`src/rtl/conv_pkg.sv`:
```
// conv_pkg: shared constants, FSM encoding and parity helper for the convolutional encoder.
// Latency: n/a (declarations only).
// Backpressure: n/a.
package conv_pkg;

  // Widest constraint length the parity helper supports; K_MAX must not exceed it.
  localparam int K_LIM = 9;

  // Fixed short-code generators, MSB taps the current input bit.
  localparam logic [2:0] POLY_K3_G0 = 3'o7;
  localparam logic [2:0] POLY_K3_G1 = 3'o5;

  typedef enum logic [1:0] {
    ST_IDLE  = 2'd0,
    ST_DATA  = 2'd1,
    ST_FLUSH = 2'd2
  } conv_state_t;

  // Modulo-2 inner product of a generator with the tap vector (both zero-extended).
  function automatic logic parity(input logic [K_LIM-1:0] poly, input logic [K_LIM-1:0] vec);
    return ^(poly & vec);
  endfunction

endpackage

```
`src/rtl/conv_parity_core.sv`:
```
// conv_parity_core: parity pair for one encode step, K=3 or K=K_MAX generators.
// Latency: combinational.
// Backpressure: none, pure function of its inputs.
//   k_long : 0 selects the fixed K=3 polys (7,5), 1 selects G0_L/G1_L
//   u      : bit being encoded (data or tail zero)
//   sr     : past bits, sr[0] most recent
//   sym    : [1]=G0 parity, [0]=G1 parity
module conv_parity_core
  import conv_pkg::*;
#(
  parameter int               K_MAX = 7,
  parameter logic [K_MAX-1:0] G0_L  = 7'o171,
  parameter logic [K_MAX-1:0] G1_L  = 7'o133
) (
  input  logic             k_long,
  input  logic             u,
  input  logic [K_MAX-2:0] sr,
  output logic [1:0]       sym
);

  logic [K_MAX-1:0] vec_l;
  logic [2:0]       vec_3;

  // Tap vector is MSB-first: u, then sr[0], sr[1], ... so the generator MSB hits u.
  always_comb begin
    vec_l = '0;
    vec_l[K_MAX-1] = u;
    for (int i = 0; i < K_MAX - 1; i++) begin
      vec_l[K_MAX-2-i] = sr[i];
    end
  end

  assign vec_3 = {u, sr[0], sr[1]};

  always_comb begin
    sym = 2'b00;
    if (k_long) begin
      sym[1] = parity(K_LIM'(G0_L), K_LIM'(vec_l));
      sym[0] = parity(K_LIM'(G1_L), K_LIM'(vec_l));
    end else begin
      sym[1] = parity(K_LIM'(POLY_K3_G0), K_LIM'(vec_3));
      sym[0] = parity(K_LIM'(POLY_K3_G1), K_LIM'(vec_3));
    end
  end

endmodule

```
`src/rtl/conv_encoder_param.sv`:
```
// conv_encoder_param: rate-1/2 feed-forward convolutional encoder, K=3 or K=K_MAX per frame, zero-tail.
// Latency: 1 cycle from input acceptance (or tail step) to out_sym; single output register.
// Backpressure: advances only when the output register is empty or being consumed; holds otherwise.
//   clk, rst (async, active low)
//   k_sel, punct          : frame options, sampled on a frame's first accepted bit
//   in_valid/in_ready/in_bit/in_last : information bit stream
//   out_valid/out_ready/out_sym/out_mask/out_last : coded symbol stream
//   Optional CONV_PUNCT_EN: rate-2/3 puncturing via out_mask (out_mask tied 2'b11 when undefined).
module conv_encoder_param
  import conv_pkg::*;
#(
  parameter int               K_MAX = 7,
  parameter logic [K_MAX-1:0] G0_L  = 7'o171,
  parameter logic [K_MAX-1:0] G1_L  = 7'o133
) (
  input  logic       clk,
  input  logic       rst,
  input  logic       k_sel,
  input  logic       punct,
  input  logic       in_valid,
  output logic       in_ready,
  input  logic       in_bit,
  input  logic       in_last,
  output logic       out_valid,
  input  logic       out_ready,
  output logic [1:0] out_sym,
  output logic [1:0] out_mask,
  output logic       out_last
);

  localparam int             CW     = $clog2(K_MAX);
  localparam logic [CW-1:0]  TAIL_L = CW'(K_MAX - 1);
  localparam logic [CW-1:0]  TAIL_3 = CW'(2);
  // Short code only ever uses sr[1:0]; upper bits stay zero.
  localparam logic [K_MAX-2:0] SR_MASK_K3 = {{(K_MAX-3){1'b0}}, 2'b11};

  conv_state_t      state, state_nxt;
  logic             k_lat;
  logic [K_MAX-2:0] sr;
  logic [K_MAX-2:0] sr_nxt;
  logic [CW-1:0]    tail_cnt;
  logic             adv;
  logic             enc;
  logic             u;
  logic             k_cur;
  logic             load_tail;
  logic             last_tail;
  logic             frame_start;
  logic [1:0]       sym_nxt;

  // ---------------------------------------------------------------------------
  // FSM state register
  // ---------------------------------------------------------------------------
  always_ff @(posedge clk or negedge rst) begin
    if (!rst) begin
      state <= ST_IDLE;
    end else begin
      state <= state_nxt;
    end
  end

  // ---------------------------------------------------------------------------
  // FSM next state and step control
  // ---------------------------------------------------------------------------
  always_comb begin
    adv       = !out_valid || out_ready;
    state_nxt = state;
    in_ready  = 1'b0;
    enc       = 1'b0;
    u         = 1'b0;
    load_tail = 1'b0;
    last_tail = 1'b0;
    // Frame options come straight from the port on the first bit, from the latch afterwards.
    k_cur     = (state == ST_IDLE) ? k_sel : k_lat;
    case (state)
      ST_IDLE, ST_DATA: begin
        in_ready = adv;
        if (in_valid && adv) begin
          enc = 1'b1;
          u   = in_bit;
          if (in_last) begin
            state_nxt = ST_FLUSH;
            load_tail = 1'b1;
          end else begin
            state_nxt = ST_DATA;
          end
        end
      end
      ST_FLUSH: begin
        if (adv) begin
          enc = 1'b1;
          u   = 1'b0;
          if (tail_cnt == CW'(1)) begin
            last_tail = 1'b1;
            state_nxt = ST_IDLE;
          end
        end
      end
      default: state_nxt = ST_IDLE;
    endcase
  end

  assign frame_start = enc && (state == ST_IDLE);
  assign sr_nxt      = {sr[K_MAX-3:0], u} & (k_cur ? {(K_MAX-1){1'b1}} : SR_MASK_K3);

  conv_parity_core #(
    .K_MAX (K_MAX),
    .G0_L  (G0_L),
    .G1_L  (G1_L)
  ) u_parity (
    .k_long (k_cur),
    .u      (u),
    .sr     (sr),
    .sym    (sym_nxt)
  );

  // ---------------------------------------------------------------------------
  // Shift register, tail counter and output register
  // ---------------------------------------------------------------------------
  always_ff @(posedge clk or negedge rst) begin
    if (!rst) begin
      k_lat     <= 1'b0;
      sr        <= '0;
      tail_cnt  <= '0;
      out_valid <= 1'b0;
      out_sym   <= 2'b00;
      out_last  <= 1'b0;
    end else begin
      if (frame_start) begin
        k_lat <= k_sel;
      end
      if (enc) begin
        // Clearing on the final tail leaves the next frame starting from zero state.
        sr <= last_tail ? '0 : sr_nxt;
      end
      if (load_tail) begin
        tail_cnt <= k_cur ? TAIL_L : TAIL_3;
      end else if (enc && (state == ST_FLUSH)) begin
        tail_cnt <= tail_cnt - CW'(1);
      end
      if (adv) begin
        out_valid <= enc;
        out_last  <= last_tail;
        if (enc) begin
          out_sym <= sym_nxt;
        end
      end
    end
  end

`ifdef CONV_PUNCT_EN
  logic       p_lat;
  logic       phase;
  logic [1:0] mask_q;

  // phase is the phase of the next symbol to be emitted; the frame's first symbol is phase 0.
  always_ff @(posedge clk or negedge rst) begin
    if (!rst) begin
      p_lat  <= 1'b0;
      phase  <= 1'b0;
      mask_q <= 2'b11;
    end else begin
      if (frame_start) begin
        p_lat  <= punct;
        phase  <= 1'b1;
        mask_q <= 2'b11;
      end else if (enc) begin
        phase  <= ~phase;
        mask_q <= (p_lat && phase) ? 2'b10 : 2'b11;
      end
    end
  end

  assign out_mask = mask_q;
`else
  logic unused_punct;
  assign unused_punct = punct;
  assign out_mask     = 2'b11;
`endif

endmodule
```
`config.mk`:
```
export PLATFORM = sky130hd
export DESIGN_NAME = conv_encoder_param
export DESIGN_NICKNAME = d
export VERILOG_FILES = /design/src/rtl/conv_pkg.sv /design/src/rtl/conv_parity_core.sv /design/src/rtl/conv_encoder_param.sv
export SDC_FILE = /design/constraint.sdc
export NUM_CORES = 1
export LEC_CHECK = 0
export ABC_AREA = 1
export CORE_ASPECT_RATIO = 1.1
export CORE_UTILIZATION = 40
export DETAILED_ROUTE_END_ITERATION = 16
export GPL_TIMING_DRIVEN = 0
export SLEW_MARGIN = 20
export SYNTH_ARGS = -nofsm -noshare
export SYNTH_HDL_FRONTEND = slang
export SYNTH_HIERARCHICAL = 1
export SYNTH_SLANG_ARGS = --single-unit
```
`constraint.sdc`:
```
create_clock -name clk -period 1.9 [get_ports clk]
set_clock_uncertainty 0.05 [all_clocks]
set_input_delay 0.57 -clock clk [delete_from_list [all_inputs] [get_ports clk]]
set_output_delay 0.57 -clock clk [all_outputs]
set_load 0.05 [all_outputs]
```
== After elaboration in Yosys (flattened, before gate mapping) ==
Cells that the tools add are included.

* Output and inout port bits: 7
* Flip-flop bits (word level): 16
* RAM bits: 0
* Memories: 0
* Word-level logic and storage cells: 53
* Input port bits: 8
* Bits in latches: 0
* Memory bits (read-only): 0

* Equality and inequality tests: 6
* Divide/modulo/power cells: 0
* Magnitude comparators: 0
* Reduce and logical (&&, ||, !) cells: 14
* Mux-type cells: 24
* Shifts and indexed selects: 0
* Multipliers: 0
* $add $sub $neg: 1
* Bitwise operators: 1

{| class="wikitable"
|+ Operator list
! operator !! count
|-
| $reduce_xor A9 Y1 || 4
|-
| $mux W1 || 12
|-
| $mux W6 || 2
|-
| $mux W2 || 5
|-
| $mux W3 || 3
|-
| $and A6 B6 Y6 || 1
|-
| $ne A2 B2 Y1 const B || 3
|-
| $pmux W2 S2 || 1
|-
| $eq A3 B1 Y1 const B || 1
|-
| $logic_and A1 B1 Y1 || 3
|-
| $reduce_and A3 Y1 || 1
|-
| $sub A3 B1 Y3 const B || 1
|-
| $eq A2 B1 Y1 const B || 1
|-
| $eq A2 B2 Y1 const B || 1
|-
| $logic_not A2 Y1 || 1
|-
| $pmux W1 S2 || 1
|-
| $reduce_and A2 Y1 || 1
|-
| $reduce_bool A2 Y1 || 1
|-
| $reduce_or A2 Y1 || 1
|-
| $logic_not A1 Y1 || 1
|-
| $logic_or A1 B1 Y1 || 1
|}

== Depth between registers and ports, before layout ==
Gate-level depths: netlist of the first run.

* Word-level depth: 8
* Mapped depth: 13
* Mapped depth without buffers: 13

== By module ==
Netlist of the first run, hierarchy kept.

{| class="wikitable"
|+ Modules (own cells, without submodules)
! module !! instances !! cells each !! area each (um2) !! seq. area each (um2)
|-
| conv_encoder_param || 1 || 103 || 838.3 || 400.4
|-
| conv_parity_core || 1 || 27 || 120.1 || 0.0
|}

== Worst setup path after synthesis of the first run ==
OpenSTA, ideal clock, no wires.

* Kind: register to output
* From: register out_valid
* To: output port in_ready
* Path buffers: 0
* Stages on the path, launching flop included: 4
* Data required time: 1.280 ns
* Arrival time: 1.412 ns
* Slack: -0.132 ns
* Path through: dfrtp_1 -> inv_1 -> nor2_1 -> nor2_1

* Word-level cells in the longest chain between the ends: 3

{| class="wikitable"
|+ Ends and longest elaborated chain
! item !! line !! text
|-
| start: declaration || conv_encoder_param.sv:24 || <nowiki>output logic out_valid,</nowiki>
|-
| start signal: assignment || conv_encoder_param.sv:142 || <nowiki>out_valid <= enc;</nowiki>
|-
| $logic_not A1 Y1 || conv_encoder_param.sv:66 || <nowiki>adv = !out_valid || out_ready;</nowiki>
|-
| $logic_or A1 B1 Y1 || conv_encoder_param.sv:66 ||
|-
| $mux W1 || conv_encoder_param.sv:75 || <nowiki>case (state)</nowiki>
|-
| end: declaration || conv_encoder_param.sv:21 || <nowiki>output logic in_ready,</nowiki>
|}

Every way passes these cells.

== Worst setup path in the final report of the first run ==
* From: register out_valid
* To: output port out_valid

No word-level cell between the ends.

==> results of run 1 <==
==> flip-flops by register name (all words and copies together) (netlist names) <==
| name | cells |
|---|---|
| k_lat | 1 |
| out_last | 1 |
| out_sym | 2 |
| out_valid | 1 |
| sr | 6 |
| state | 2 |
| tail_cnt | 3 |
==> per-layer routing <==
layer	part of all wire	wire length (um)	GRT usage	vias to the layer above
met5	0	0	0	-
met1	0.45	801	0.1705	371
met2	0.51	899	0.2917	11
met3	0.034	61	0.04310	2
met4	0.0045	8	0.02941	0
li1	-	-	-	427
==> power groups by stage <==
| stage | clock network [mW] | logic, mW | registers [mW] |
|---|---|---|---|
| after floorplan | 0 | 0.671 | 0.709 |
| after global placement | 0 | 0.984 | 0.616 |
| after detailed placement | 0 | 1.01 | 0.619 |
| after CTS | 0.187 | 1.02 | 0.616 |
| after global routing | 0.195 | 1.13 | 0.636 |
| final | 0.177 | 1.01 | 0.614 |
==> Yosys cell counts <==
cell type | n | area share
sky130_fd_sc_hd__a21oi_1 | 1 | 0.0052
sky130_fd_sc_hd__xor2_1 | 1 | 0.0091
sky130_fd_sc_hd__nor3_2 | 1 | 0.010
sky130_fd_sc_hd__inv_2 | 1 | 0.0039
sky130_fd_sc_hd__inv_1 | 23 | 0.090
sky130_fd_sc_hd__nor2_4 | 1 | 0.012
sky130_fd_sc_hd__ha_1 | 2 | 0.026
sky130_fd_sc_hd__nand3_2 | 1 | 0.010
sky130_fd_sc_hd__conb_1 | 1 | 0.0039
sky130_fd_sc_hd__nand2_2 | 9 | 0.059
sky130_fd_sc_hd__o211ai_1 | 1 | 0.0078
sky130_fd_sc_hd__buf_4 | 2 | 0.016
sky130_fd_sc_hd__nand2_1 | 34 | 0.13
sky130_fd_sc_hd__nand2_4 | 1 | 0.012
sky130_fd_sc_hd__nand3_4 | 1 | 0.018
sky130_fd_sc_hd__inv_4 | 1 | 0.0065
sky130_fd_sc_hd__o21ai_0 | 5 | 0.026
sky130_fd_sc_hd__nor2_1 | 12 | 0.047
sky130_fd_sc_hd__nand4_1 | 2 | 0.013
sky130_fd_sc_hd__nor3_1 | 2 | 0.010
sky130_fd_sc_hd__nand3_1 | 12 | 0.063
sky130_fd_sc_hd__dfrtp_1 | 16 | 0.42
==> cell type report <==
class / instances / area (um2) / area share
Inverter: 25 / 96.34 / 0.08351
Buffer: 2 / 15.01 / 0.01302
Sequential cell: 16 / 400.4 / 0.3471
Tap cell: 30 / 37.54 / 0.03254
Clock buffer: 3 / 22.52 / 0.01952
Multi-Input combinational cell: 88 / 475.5 / 0.4121
Timing Repair Buffer: 11 / 106.4 / 0.09219
==> cell families (layout without fill, tap and decap cells) <==
group,after synthesis,in the layout,synth area share
buffers and inverters,27,41,0.1162
DFF,16,16,0.4178
other,1,2,0.003913
adders and majority gates,2,2,0.02611
AOI/OAI and AO/OA,7,7,0.03916
xor gates and xnor gates,1,1,0.009140
and+or+nand+nor,76,76,0.3877
==> stage by stage <==
| step | util | setup WS (ns) | total power, mW | area [um2] |
|---|---|---|---|---|
| after floorplan | - | 0.07914 | 1.381 | 964.7 |
| after global placement | 0.4939 | -0.8504 | 1.600 | 1112 |
| after detailed placement | 0.4939 | -0.8544 | 1.627 | 1112 |
| after CTS | 0.5117 | 0.01104 | 1.819 | 1152 |
| after global routing | 0.5122 | 0.009938 | 1.965 | 1154 |
| final | 0.5122 | 0.05456 | 1.797 | 1154 |
==> worst max path at each step <==
stage,depth (start not counted),from,to
after floorplan,3,out_valid$_DFFE_PN0N_,in_ready
after global placement,4,out_ready,in_ready
after detailed placement,4,out_ready,in_ready
after CTS,1,out_valid$_DFFE_PN0N_,out_valid
after global routing,1,out_valid$_DFFE_PN0N_,out_valid
final,1,out_valid$_DFFE_PN0N_,out_valid
==> repair_timing <==
item | CTS | global route
resized for setup | 17 | 1
endpoints found under the hold margin | 0 | 0
endpoints found under the setup margin | 6 | 1
pin swaps | 1 | 0
==> impl_metrics.prom, run 1 <==
# TYPE chip_impl_metric gauge
chip_impl_metric{name="initialDrtViolationCount",unit=""} 13
chip_impl_metric{name="post_route_cells_drive_above_1_share",unit=""} 0.1724
chip_impl_metric{name="share_clk_of_total_power",unit=""} 0.099
chip_impl_info{name="result_of_the_run",value="finished clean"} 1
chip_impl_metric{name="power-per-cell-area",unit="nW/um2"} 1558
chip_impl_metric{name="critical_path_required",unit="ns"} 1.28
chip_impl_metric{name="max_cap_check_violation_count",unit=""} 0
chip_impl_metric{name="areaGrowthSynthToFinish",unit="%"} 20.37
chip_impl_metric{name="clk-insertion-delay-late",unit="ns"} 0.28
chip_impl_metric{name="die_width",unit="um"} 48.67
chip_impl_metric{name="max_stage_delay",unit="ns"} 0.52
chip_impl_metric{name="synthesis.area",unit="um2"} 958.4
chip_impl_metric{name="routed_wire_length_per_instance",unit="um"} 10.11
chip_impl_metric{name="fin_crit_sh",unit=""} 0.9713
chip_impl_metric{name="grt_pass1_vias",unit=""} 711
chip_impl_metric{name="grt_start_max_net_pins",unit=""} 17
chip_impl_metric{name="clock.fmax",unit="MHz"} 541.9
chip_impl_metric{name="cts_sink_count",unit=""} 16
chip_impl_metric{name="cts.htree.levels",unit=""} 1
chip_impl_metric{name="port_buffers",unit=""} 11
chip_impl_metric{name="postSynthAreaPerCell",unit="um2"} 7.372
chip_impl_metric{name="switching_power",unit="uW"} 901.3
chip_impl_metric{name="layoutNonFillerInstCount",unit=""} 175
chip_impl_metric{name="sw_frac_of_total",unit=""} 0.5014
chip_impl_metric{name="synth.yosys.seq_area_share",unit=""} 0.4178
chip_impl_metric{name="gpl.final_weighted_congestion",unit=""} 0.7586
chip_impl_info{name="worst-setup-path-type",value="flip-flop to output port"} 1
chip_impl_metric{name="hold_violations",unit=""} 0
chip_impl_info{name="hold_path_end",value="out_sym[1]$_DFFE_PN0P_"} 1
chip_impl_metric{name="grt_first_pass_wirelength",unit="um"} 2980
chip_impl_metric{name="overflow",unit=""} 0
chip_impl_metric{name="r2r_slack",unit="ns"} 0.38
chip_impl_info{name="hold_path_class",value="flip-flop to flip-flop"} 1
chip_impl_metric{name="total_leakage_power",unit="nW"} 0.6113
chip_impl_metric{name="clk_path_buf_depth",unit=""} 2
chip_impl_metric{name="n_antenna_cell",unit=""} 0
chip_impl_metric{name="hold_buffers",unit=""} 0
chip_impl_metric{name="remaining_drc_errors",unit=""} 0
chip_impl_info{name="worstReg2RegEnd",value="out_sym[1]$_DFFE_PN0P_"} 1
chip_impl_metric{name="numPlacedInstances",unit=""} 172
chip_impl_metric{name="number_of_antenna_violations_at_the_first_check_in_global_routing",unit=""} 0
chip_impl_info{name="timing.critical_path.slowest_stage_cell",value="sky130_fd_sc_hd__clkdlybuf4s15_1"} 1
chip_impl_metric{name="setup_tns",unit="ns"} 0
chip_impl_info{name="worst_setup_path_start_kind",value="flip-flop"} 1
chip_impl_info{name="r2r-start",value="state[1]$_DFFE_PN0P_"} 1
chip_impl_metric{name="fillerInstances",unit=""} 227
chip_impl_metric{name="synth_warnings",unit=""} 6
chip_impl_metric{name="relSlewSlack",unit=""} 0.5017
chip_impl_metric{name="detail_route.wirelength",unit="um"} 1770
chip_impl_info{name="setup.worst_path.end_class",value="output port"} 1
chip_impl_info{name="tritoncts_clock_tree",value="built"} 1
chip_impl_metric{name="first_pass_iters",unit=""} 4
chip_impl_metric{name="postCtsSetupRepairBufs",unit=""} 0
chip_impl_metric{name="clk_transition_reported_paths",unit="ns"} 0.09
chip_impl_metric{name="distinct_cells_synth",unit=""} 22
chip_impl_info{name="layout_commonest_cell",value="sky130_fd_sc_hd__nand2_1"} 1
chip_impl_metric{name="dieArea",unit="um2"} 2596
chip_impl_metric{name="grtUsageTotal",unit=""} 0.1530
chip_impl_metric{name="dr_vias_cell",unit=""} 4.634
chip_impl_metric{name="critical_path.n_buffers_inverters",unit=""} 1
chip_impl_metric{name="whs_path_depth",unit=""} 2
chip_impl_metric{name="internal-power",unit="uW"} 896.1
chip_impl_metric{name="worstPathMaxFanout",unit=""} 3
chip_impl_info{name="hp-start",value="out_sym[1]$_DFFE_PN0P_"} 1
chip_impl_metric{name="start_util",unit=""} 0.4256
chip_impl_metric{name="top_level_ports",unit=""} 15
chip_impl_metric{name="finalNetCount",unit=""} 157
chip_impl_metric{name="worst-r2r-cell-count",unit=""} 8
chip_impl_info{name="critical_path.cell_chain",value="clkdlybuf4s15_1"} 1
chip_impl_metric{name="report.final.slew_viol_count",unit=""} 0
chip_impl_info{name="ctsRootBufferMaster",value="sky130_fd_sc_hd__clkbuf_4"} 1
chip_impl_metric{name="tightest_pin_transition",unit="ns"} 0.7452
chip_impl_metric{name="layout_min_cycle_time",unit="ns"} 1.845
chip_impl_info{name="rsz_0062_raised_after_global_routing",value="false"} 1
chip_impl_metric{name="die_ht",unit="um"} 53.34
chip_impl_metric{name="dr_total_vias",unit=""} 811
chip_impl_metric{name="peakVddDrop",unit="uV"} 873.3
chip_impl_metric{name="detailed_place_hpwl",unit="um"} 1341
chip_impl_metric{name="tritoncts.num_buffers",unit=""} 3
chip_impl_metric{name="final-setup-viol-count",unit=""} 0
chip_impl_metric{name="sequentialPowerShare",unit=""} 0.342
chip_impl_metric{name="cp.arrival",unit="ns"} 1.23
chip_impl_metric{name="synth.ff_latch_count",unit=""} 16
chip_impl_metric{name="fp.coreArea",unit="um2"} 2252
chip_impl_info{name="layout_common_cells",value="sky130_fd_sc_hd__nand2_1, sky130_fd_sc_hd__inv_1, sky130_fd_sc_hd__dfrtp_1"} 1
chip_impl_metric{name="number_of_standard_cells_after_synthesis",unit=""} 130
chip_impl_metric{name="std_cell_rows",unit=""} 18
chip_impl_metric{name="power.share.combinational",unit=""} 0.560
chip_impl_info{name="path_delay_family",value="buffers and inverters"} 1
chip_impl_metric{name="worst_hold_margin",unit="ns"} 0.4194
chip_impl_metric{name="ant_nets",unit=""} 0
Power figures use the tool's default switching activity.
==> run 2: changes to the inputs <==
RECOVER_POWER = 50   (was unset)
==> impl_metrics.prom, run 2 (synthesis results as in run 1) <==
# TYPE chip_impl_metric gauge
chip_impl_info{name="result_of_the_run",value="finished clean"} 1
chip_impl_metric{name="detailed_place_hpwl",unit="um"} 1341
chip_impl_metric{name="remaining_drc_errors",unit=""} 0
chip_impl_metric{name="routed_wire_length_per_instance",unit="um"} 10.11
chip_impl_metric{name="die_width",unit="um"} 48.67
chip_impl_metric{name="fp.coreArea",unit="um2"} 2252
chip_impl_metric{name="top_level_ports",unit=""} 15
chip_impl_metric{name="critical_path_required",unit="ns"} 1.28
chip_impl_metric{name="report.final.slew_viol_count",unit=""} 0
chip_impl_metric{name="layout_min_cycle_time",unit="ns"} 1.845
chip_impl_metric{name="dieArea",unit="um2"} 2596
chip_impl_metric{name="pre_cts_ws",unit="ns"} -0.8544
chip_impl_info{name="top_register",value="sr"} 1
chip_impl_info{name="hold_path_class",value="flip-flop to flip-flop"} 1
chip_impl_metric{name="peakVddDrop",unit="uV"} 873.3
chip_impl_metric{name="clock.fmax",unit="MHz"} 541.9
chip_impl_metric{name="layout.core_utilization",unit=""} 0.5122
chip_impl_metric{name="dr_total_vias",unit=""} 811
chip_impl_metric{name="cp.arrival",unit="ns"} 1.23
chip_impl_metric{name="total_leakage_power",unit="nW"} 0.6116
chip_impl_metric{name="grtUsageTotal",unit=""} 0.1530
chip_impl_metric{name="areaGrowthSynthToFinish",unit="%"} 20.37
chip_impl_metric{name="power",unit="mW"} 1.797
chip_impl_info{name="tritoncts_clock_tree",value="built"} 1
chip_impl_metric{name="gpl.final_weighted_congestion",unit=""} 0.7586
chip_impl_metric{name="worstPathMaxFanout",unit=""} 3
chip_impl_metric{name="critical_path.n_buffers_inverters",unit=""} 1
chip_impl_info{name="timing.critical_path.slowest_stage_cell",value="sky130_fd_sc_hd__clkdlybuf4s15_1"} 1
chip_impl_metric{name="initialDrtViolationCount",unit=""} 13
chip_impl_info{name="worst_setup_path_start_kind",value="flip-flop"} 1
chip_impl_metric{name="power-per-cell-area",unit="nW/um2"} 1558
chip_impl_metric{name="grt_first_pass_wirelength",unit="um"} 2980
chip_impl_info{name="largestRegisters",value="sr x6, tail_cnt x3"} 1
chip_impl_metric{name="max_cap_check_violation_count",unit=""} 0
chip_impl_metric{name="fin_crit_sh",unit=""} 0.9713
chip_impl_metric{name="tritoncts.num_buffers",unit=""} 3
chip_impl_metric{name="relSlewSlack",unit=""} 0.4967
chip_impl_metric{name="port_buffers",unit=""} 11
chip_impl_metric{name="dr_vias_cell",unit=""} 4.634
chip_impl_metric{name="clk-insertion-delay-late",unit="ns"} 0.28
chip_impl_metric{name="detail_route.wirelength",unit="um"} 1770
chip_impl_metric{name="fillerInstances",unit=""} 227
chip_impl_info{name="ctsRootBufferMaster",value="sky130_fd_sc_hd__clkbuf_4"} 1
chip_impl_info{name="path_delay_family",value="buffers and inverters"} 1
chip_impl_metric{name="largest_register_ffs",unit=""} 6
chip_impl_metric{name="grt_start_max_net_pins",unit=""} 17
chip_impl_metric{name="n_antenna_cell",unit=""} 0
chip_impl_metric{name="ant_nets",unit=""} 0
chip_impl_info{name="layout_commonest_cell",value="sky130_fd_sc_hd__nand2_1"} 1
chip_impl_info{name="setup.worst_path.end_class",value="output port"} 1
chip_impl_metric{name="post_route_cells_drive_above_1_share",unit=""} 0.1724
chip_impl_metric{name="std_cell_rows",unit=""} 18
chip_impl_metric{name="hold_violations",unit=""} 0
chip_impl_metric{name="final-setup-viol-count",unit=""} 0
chip_impl_metric{name="setup_tns",unit="ns"} 0
chip_impl_info{name="worst-setup-path-type",value="flip-flop to output port"} 1
chip_impl_metric{name="first_pass_iters",unit=""} 4
chip_impl_metric{name="die_ht",unit="um"} 53.34
chip_impl_metric{name="grt_pass1_vias",unit=""} 711
chip_impl_metric{name="timing.final.ws_setup",unit="ns"} 0.05456
chip_impl_metric{name="max_stage_delay",unit="ns"} 0.52
chip_impl_metric{name="finalNetCount",unit=""} 157
chip_impl_metric{name="cts_sink_count",unit=""} 16
chip_impl_info{name="rsz_0062_raised_after_global_routing",value="false"} 1
chip_impl_metric{name="number_of_antenna_violations_at_the_first_check_in_global_routing",unit=""} 0
chip_impl_info{name="critical_path.cell_chain",value="clkdlybuf4s15_1"} 1
chip_impl_metric{name="clk_path_buf_depth",unit=""} 2
chip_impl_info{name="layout_common_cells",value="sky130_fd_sc_hd__nand2_1, sky130_fd_sc_hd__inv_1, sky130_fd_sc_hd__dfrtp_1"} 1
chip_impl_metric{name="cts.htree.levels",unit=""} 1
chip_impl_metric{name="clk_transition_reported_paths",unit="ns"} 0.09
chip_impl_metric{name="overflow",unit=""} 0
chip_impl_metric{name="start_util",unit=""} 0.4256
chip_impl_metric{name="tightest_pin_transition",unit="ns"} 0.7525
## run 2: what timing repair did
item | 4_1_cts | 5_1_grt
gates resized for setup | 17 | 1
endpoints found under the setup margin | 6 | 1
buffers inserted | 0 | 0
hold buffers | 0 | 0
pin swaps | 1 | 0
## run 2: layout make-up
cell class	count	area (um2)	area share
clock buffers	3	22.52	0.01952
flip-flops and latches	16	400.4	0.3471
repair buffers	11	106.4	0.09219
well taps	30	37.54	0.03254
plain buffers	2	15.01	0.01302
multi-input cells	88	475.5	0.4121
inverters	25	96.34	0.08351
## run 2: worst min-delay path: cells and delay by family (launching register included)
family           cells  cell delay [ns]
AND/OR/NAND/NOR      2             0.09
flip-flops           1             0.35
## run 2: through the flow
| step | hold slack (ns) | area, um2 | std cells |
|---|---|---|---|
| floorplan | 0.2244 | 964.7 | 131 |
| global placement | 0.4036 | 1112 | 172 |
| detailed placement | 0.4083 | 1112 | 172 |
| CTS | 0.4260 | 1152 | 175 |
| global route | 0.4442 | 1154 | 175 |
| finish | 0.4194 | 1154 | 175 |
## run 2: path summary, 6_finish.rpt
path | start | to | slack (ns) | depth (start not counted)
worst min-delay path | out_sym[1]$_DFFE_PN0P_ | out_sym[1]$_DFFE_PN0P_ | 0.42 | 2
worst max register to register | state[1]$_DFFE_PN0P_ | out_sym[1]$_DFFE_PN0P_ | 0.38 | 8
worst max-delay path | out_valid$_DFFE_PN0N_ | out_valid | 0.05 | 1
worst min register to register | out_sym[1]$_DFFE_PN0P_ | out_sym[1]$_DFFE_PN0P_ | 0.42 | 2
min in group asynchronous | rst | state[1]$_DFFE_PN0P_ | 0.74 | 1
max in group asynchronous | rst | sr[2]$_DFFE_PN0N_ | 0.59 | 1
## run 2: metal layers
| layer | global-route usage | vias to the layer above | wire length, um |
|---|---|---|---|
| li1 | - | 427 | - |
| met1 | 0.1705 | 371 | 801 |
| met2 | 0.2917 | 11 | 899 |
| met3 | 0.04310 | 2 | 60 |
| met4 | 0.02941 | 0 | 8 |
| met5 | 0 | - | 0 |
## run 2: power by group
group	leakage [nW]	internal (mW)	total (mW)	switching, mW
clock	0.0138	0.0736	0.177	0.104
sequential	0.204	0.483	0.614	0.131
combinational	0.393	0.339	1.01	0.667
==> run 3: changes to the inputs <==
CORE_UTILIZATION = 32   (was 40)
==> impl_metrics.prom, run 3 (synthesis results as in run 1) <==
# TYPE chip_impl_metric gauge
chip_impl_metric{name="remaining_drc_errors",unit=""} 0
chip_impl_metric{name="share_clk_of_total_power",unit=""} 0.131
chip_impl_metric{name="finalNetCount",unit=""} 157
chip_impl_metric{name="pre_cts_ws",unit="ns"} -0.8544
chip_impl_metric{name="peakVddDrop",unit="uV"} 766.0
chip_impl_metric{name="clk-insertion-delay-late",unit="ns"} 0.30
chip_impl_metric{name="routed_wire_length_per_instance",unit="um"} 10.46
chip_impl_metric{name="critical_path.n_buffers_inverters",unit=""} 2
chip_impl_metric{name="relSlewSlack",unit=""} 0.4965
chip_impl_metric{name="power.share.combinational",unit=""} 0.538
chip_impl_metric{name="final-setup-viol-count",unit=""} 0
chip_impl_info{name="result_of_the_run",value="finished clean"} 1
chip_impl_info{name="rsz_0062_raised_after_global_routing",value="false"} 1
chip_impl_metric{name="hold_violations",unit=""} 0
chip_impl_metric{name="largest_register_ffs",unit=""} 6
chip_impl_metric{name="internal-power",unit="uW"} 932.6
chip_impl_info{name="ctsRootBufferMaster",value="sky130_fd_sc_hd__clkbuf_4"} 1
chip_impl_info{name="layout_common_cells",value="sky130_fd_sc_hd__nand2_1, sky130_fd_sc_hd__inv_1, sky130_fd_sc_hd__dfrtp_1"} 1
chip_impl_metric{name="grtUsageTotal",unit=""} 0.1496
chip_impl_info{name="worst-setup-path-type",value="input port to output port"} 1
chip_impl_metric{name="grt_pass1_vias",unit=""} 806
chip_impl_metric{name="fin_area",unit="um2"} 1156
chip_impl_metric{name="max_cap_check_violation_count",unit=""} 0
chip_impl_metric{name="worstPathMaxFanout",unit=""} 4
chip_impl_metric{name="start_util",unit=""} 0.3420
chip_impl_metric{name="post_route_cells_drive_above_1_share",unit=""} 0.1712
chip_impl_metric{name="sw_frac_of_total",unit=""} 0.4978
chip_impl_metric{name="first_pass_iters",unit=""} 4
chip_impl_info{name="largestRegisters",value="sr x6, tail_cnt x3"} 1
chip_impl_info{name="critical_path.cell_chain",value="dlygate4sd2_1 -> nor2_4 -> nor2_2 -> buf_6"} 1
chip_impl_metric{name="detailed_place_hpwl",unit="um"} 1375
chip_impl_metric{name="cts.htree.levels",unit=""} 1
chip_impl_metric{name="fp.coreArea",unit="um2"} 2803
chip_impl_metric{name="clk_path_buf_depth",unit=""} 2
chip_impl_metric{name="grt_start_max_net_pins",unit=""} 17
chip_impl_metric{name="postCtsSetupRepairBufs",unit=""} 0
chip_impl_info{name="timing.critical_path.slowest_stage_cell",value="sky130_fd_sc_hd__dlygate4sd2_1"} 1
chip_impl_metric{name="port_buffers",unit=""} 11
chip_impl_metric{name="std_cell_rows",unit=""} 20
chip_impl_metric{name="sequentialPowerShare",unit=""} 0.331
chip_impl_metric{name="timing.final.ws_setup",unit="ns"} 0.04944
chip_impl_metric{name="fin_crit_sh",unit=""} 0.9740
chip_impl_info{name="hold_path_class",value="flip-flop to flip-flop"} 1
chip_impl_info{name="path_delay_family",value="buffers and inverters"} 1
chip_impl_metric{name="cp.arrival",unit="ns"} 1.23
chip_impl_metric{name="report.final.slew_viol_count",unit=""} 0
chip_impl_metric{name="detail_route.wirelength",unit="um"} 1873
chip_impl_metric{name="n_antenna_cell",unit=""} 0
chip_impl_metric{name="dr_total_vias",unit=""} 794
chip_impl_metric{name="placement.cell_area",unit="um2"} 1116
chip_impl_metric{name="layout_min_cycle_time",unit="ns"} 1.851
chip_impl_metric{name="total_leakage_power",unit="nW"} 0.6127
chip_impl_info{name="layout_commonest_cell",value="sky130_fd_sc_hd__nand2_1"} 1
chip_impl_metric{name="cts_sink_count",unit=""} 16
chip_impl_metric{name="max_stage_delay",unit="ns"} 0.27
chip_impl_metric{name="tightest_pin_transition",unit="ns"} 0.7527
chip_impl_info{name="tritoncts_clock_tree",value="built"} 1
chip_impl_metric{name="initialDrtViolationCount",unit=""} 10
chip_impl_info{name="worst_setup_path_start_kind",value="input port"} 1
chip_impl_metric{name="overflow",unit=""} 0
chip_impl_metric{name="grt_first_pass_wirelength",unit="um"} 3450
chip_impl_info{name="setup.worst_path.end_class",value="output port"} 1
chip_impl_metric{name="clk_transition_reported_paths",unit="ns"} 0.11
chip_impl_metric{name="ant_nets",unit=""} 0
chip_impl_metric{name="switching_power",unit="uW"} 924.4
chip_impl_metric{name="die_ht",unit="um"} 59.40
chip_impl_metric{name="number_of_antenna_violations_at_the_first_check_in_global_routing",unit=""} 0
chip_impl_metric{name="clock.fmax",unit="MHz"} 540.4
chip_impl_metric{name="hold_buffers",unit=""} 0
chip_impl_metric{name="power-per-cell-area",unit="nW/um2"} 1606
chip_impl_metric{name="dr_vias_cell",unit=""} 4.436
chip_impl_metric{name="top_level_ports",unit=""} 15
chip_impl_metric{name="dieArea",unit="um2"} 3218
chip_impl_metric{name="die_width",unit="um"} 54.18
chip_impl_metric{name="tritoncts.num_buffers",unit=""} 3
chip_impl_metric{name="areaGrowthSynthToFinish",unit="%"} 20.63
chip_impl_metric{name="gpl.final_weighted_congestion",unit=""} 0.7973
chip_impl_info{name="top_register",value="sr"} 1
chip_impl_metric{name="critical_path_required",unit="ns"} 1.28
[run 3: cell types whose count changed in the layout (fill, tap and decap cells not counted)]
cell,change
sky130_fd_sc_hd__clkbuf_8,+1
sky130_fd_sc_hd__nand2_1,+1
sky130_fd_sc_hd__nand2_4,-1
sky130_fd_sc_hd__nand3_2,+1
sky130_fd_sc_hd__nand3_4,-1
[run 3: worst paths after layout]
path	startpoint	endpoint	slack (ns)	depth (start not counted)
max	out_ready	in_ready	0.05	4
min	out_sym[0]$_DFFE_PN0P_	out_sym[0]$_DFFE_PN0P_	0.43	2
max reg2reg	state[1]$_DFFE_PN0P_	out_sym[1]$_DFFE_PN0P_	0.36	12
min reg2reg	out_sym[0]$_DFFE_PN0P_	out_sym[0]$_DFFE_PN0P_	0.43	2
max in group asynchronous	rst	sr[1]$_DFFE_PN0N_	0.61	1
min in group asynchronous	rst	k_lat$_DFFE_PN0P_	0.71	1
[run 3: routing by layer]
layer / vias up / wire length, um / track usage
met5: - / 0 / 0
met2: 13 / 899 / 0.2491
met3: 2 / 74 / 0.05385
met1: 355 / 882 / 0.1767
met4: 0 / 17 / 0.04396
li1: 424 / - / -
[run 3: power groups by stage]
| stage | sequential [mW] | combinational (mW) | clock (mW) |
|---|---|---|---|
| floorplan | 0.709 | 0.671 | 0 |
| global placement | 0.615 | 0.983 | 0 |
| detailed placement | 0.620 | 1.01 | 0 |
| CTS | 0.614 | 1.01 | 0.248 |
| global route | 0.636 | 1.14 | 0.265 |
| finish | 0.614 | 1.00 | 0.243 |
[run 3: layout make-up]
type / instances / area [um2]
well taps: 33 / 41.29
multi-input cells: 88 / 460.4
fillers: 307 / 1647
plain buffers: 2 / 15.01
clock buffers: 4 / 36.28
repair buffers: 11 / 106.4
inverters: 25 / 96.34
flip-flops and latches: 16 / 400.4
[run 3: worst reg2reg max path, cell delays in order, from the launching register on]
cell	delay [ns]
sky130_fd_sc_hd__dfrtp_1	0.51
sky130_fd_sc_hd__inv_2	0.12
sky130_fd_sc_hd__nand3_2	0.15
sky130_fd_sc_hd__nor2_2	0.13
sky130_fd_sc_hd__inv_1	0.06
sky130_fd_sc_hd__nand2_2	0.07
sky130_fd_sc_hd__nand2_2	0.05
sky130_fd_sc_hd__nand2_1	0.07
sky130_fd_sc_hd__nand2_1	0.05
sky130_fd_sc_hd__nand2_1	0.05
sky130_fd_sc_hd__nand2_1	0.05
sky130_fd_sc_hd__nand2_1	0.06
sky130_fd_sc_hd__nand2_1	0.05
[run 3: per-stage QoR]
step,utilization,hold WS [ns],instances,power (mW),TNS [ns]
2_1_floorplan,-,0.2244,131,1.381,0
3_3_place_gp,0.3982,0.4060,175,1.598,-1.303
3_5_place_dp,0.3982,0.4167,175,1.633,-1.375
4_1_cts,0.4121,0.4390,179,1.874,0
5_1_grt,0.4125,0.4723,179,2.045,0
6_report,0.4125,0.4334,179,1.857,0
[run 3: repair_timing]
action                                  CTS  global route
gates resized for setup                  14             2
endpoints found under the setup margin    5             2
pin swaps                                 1             0
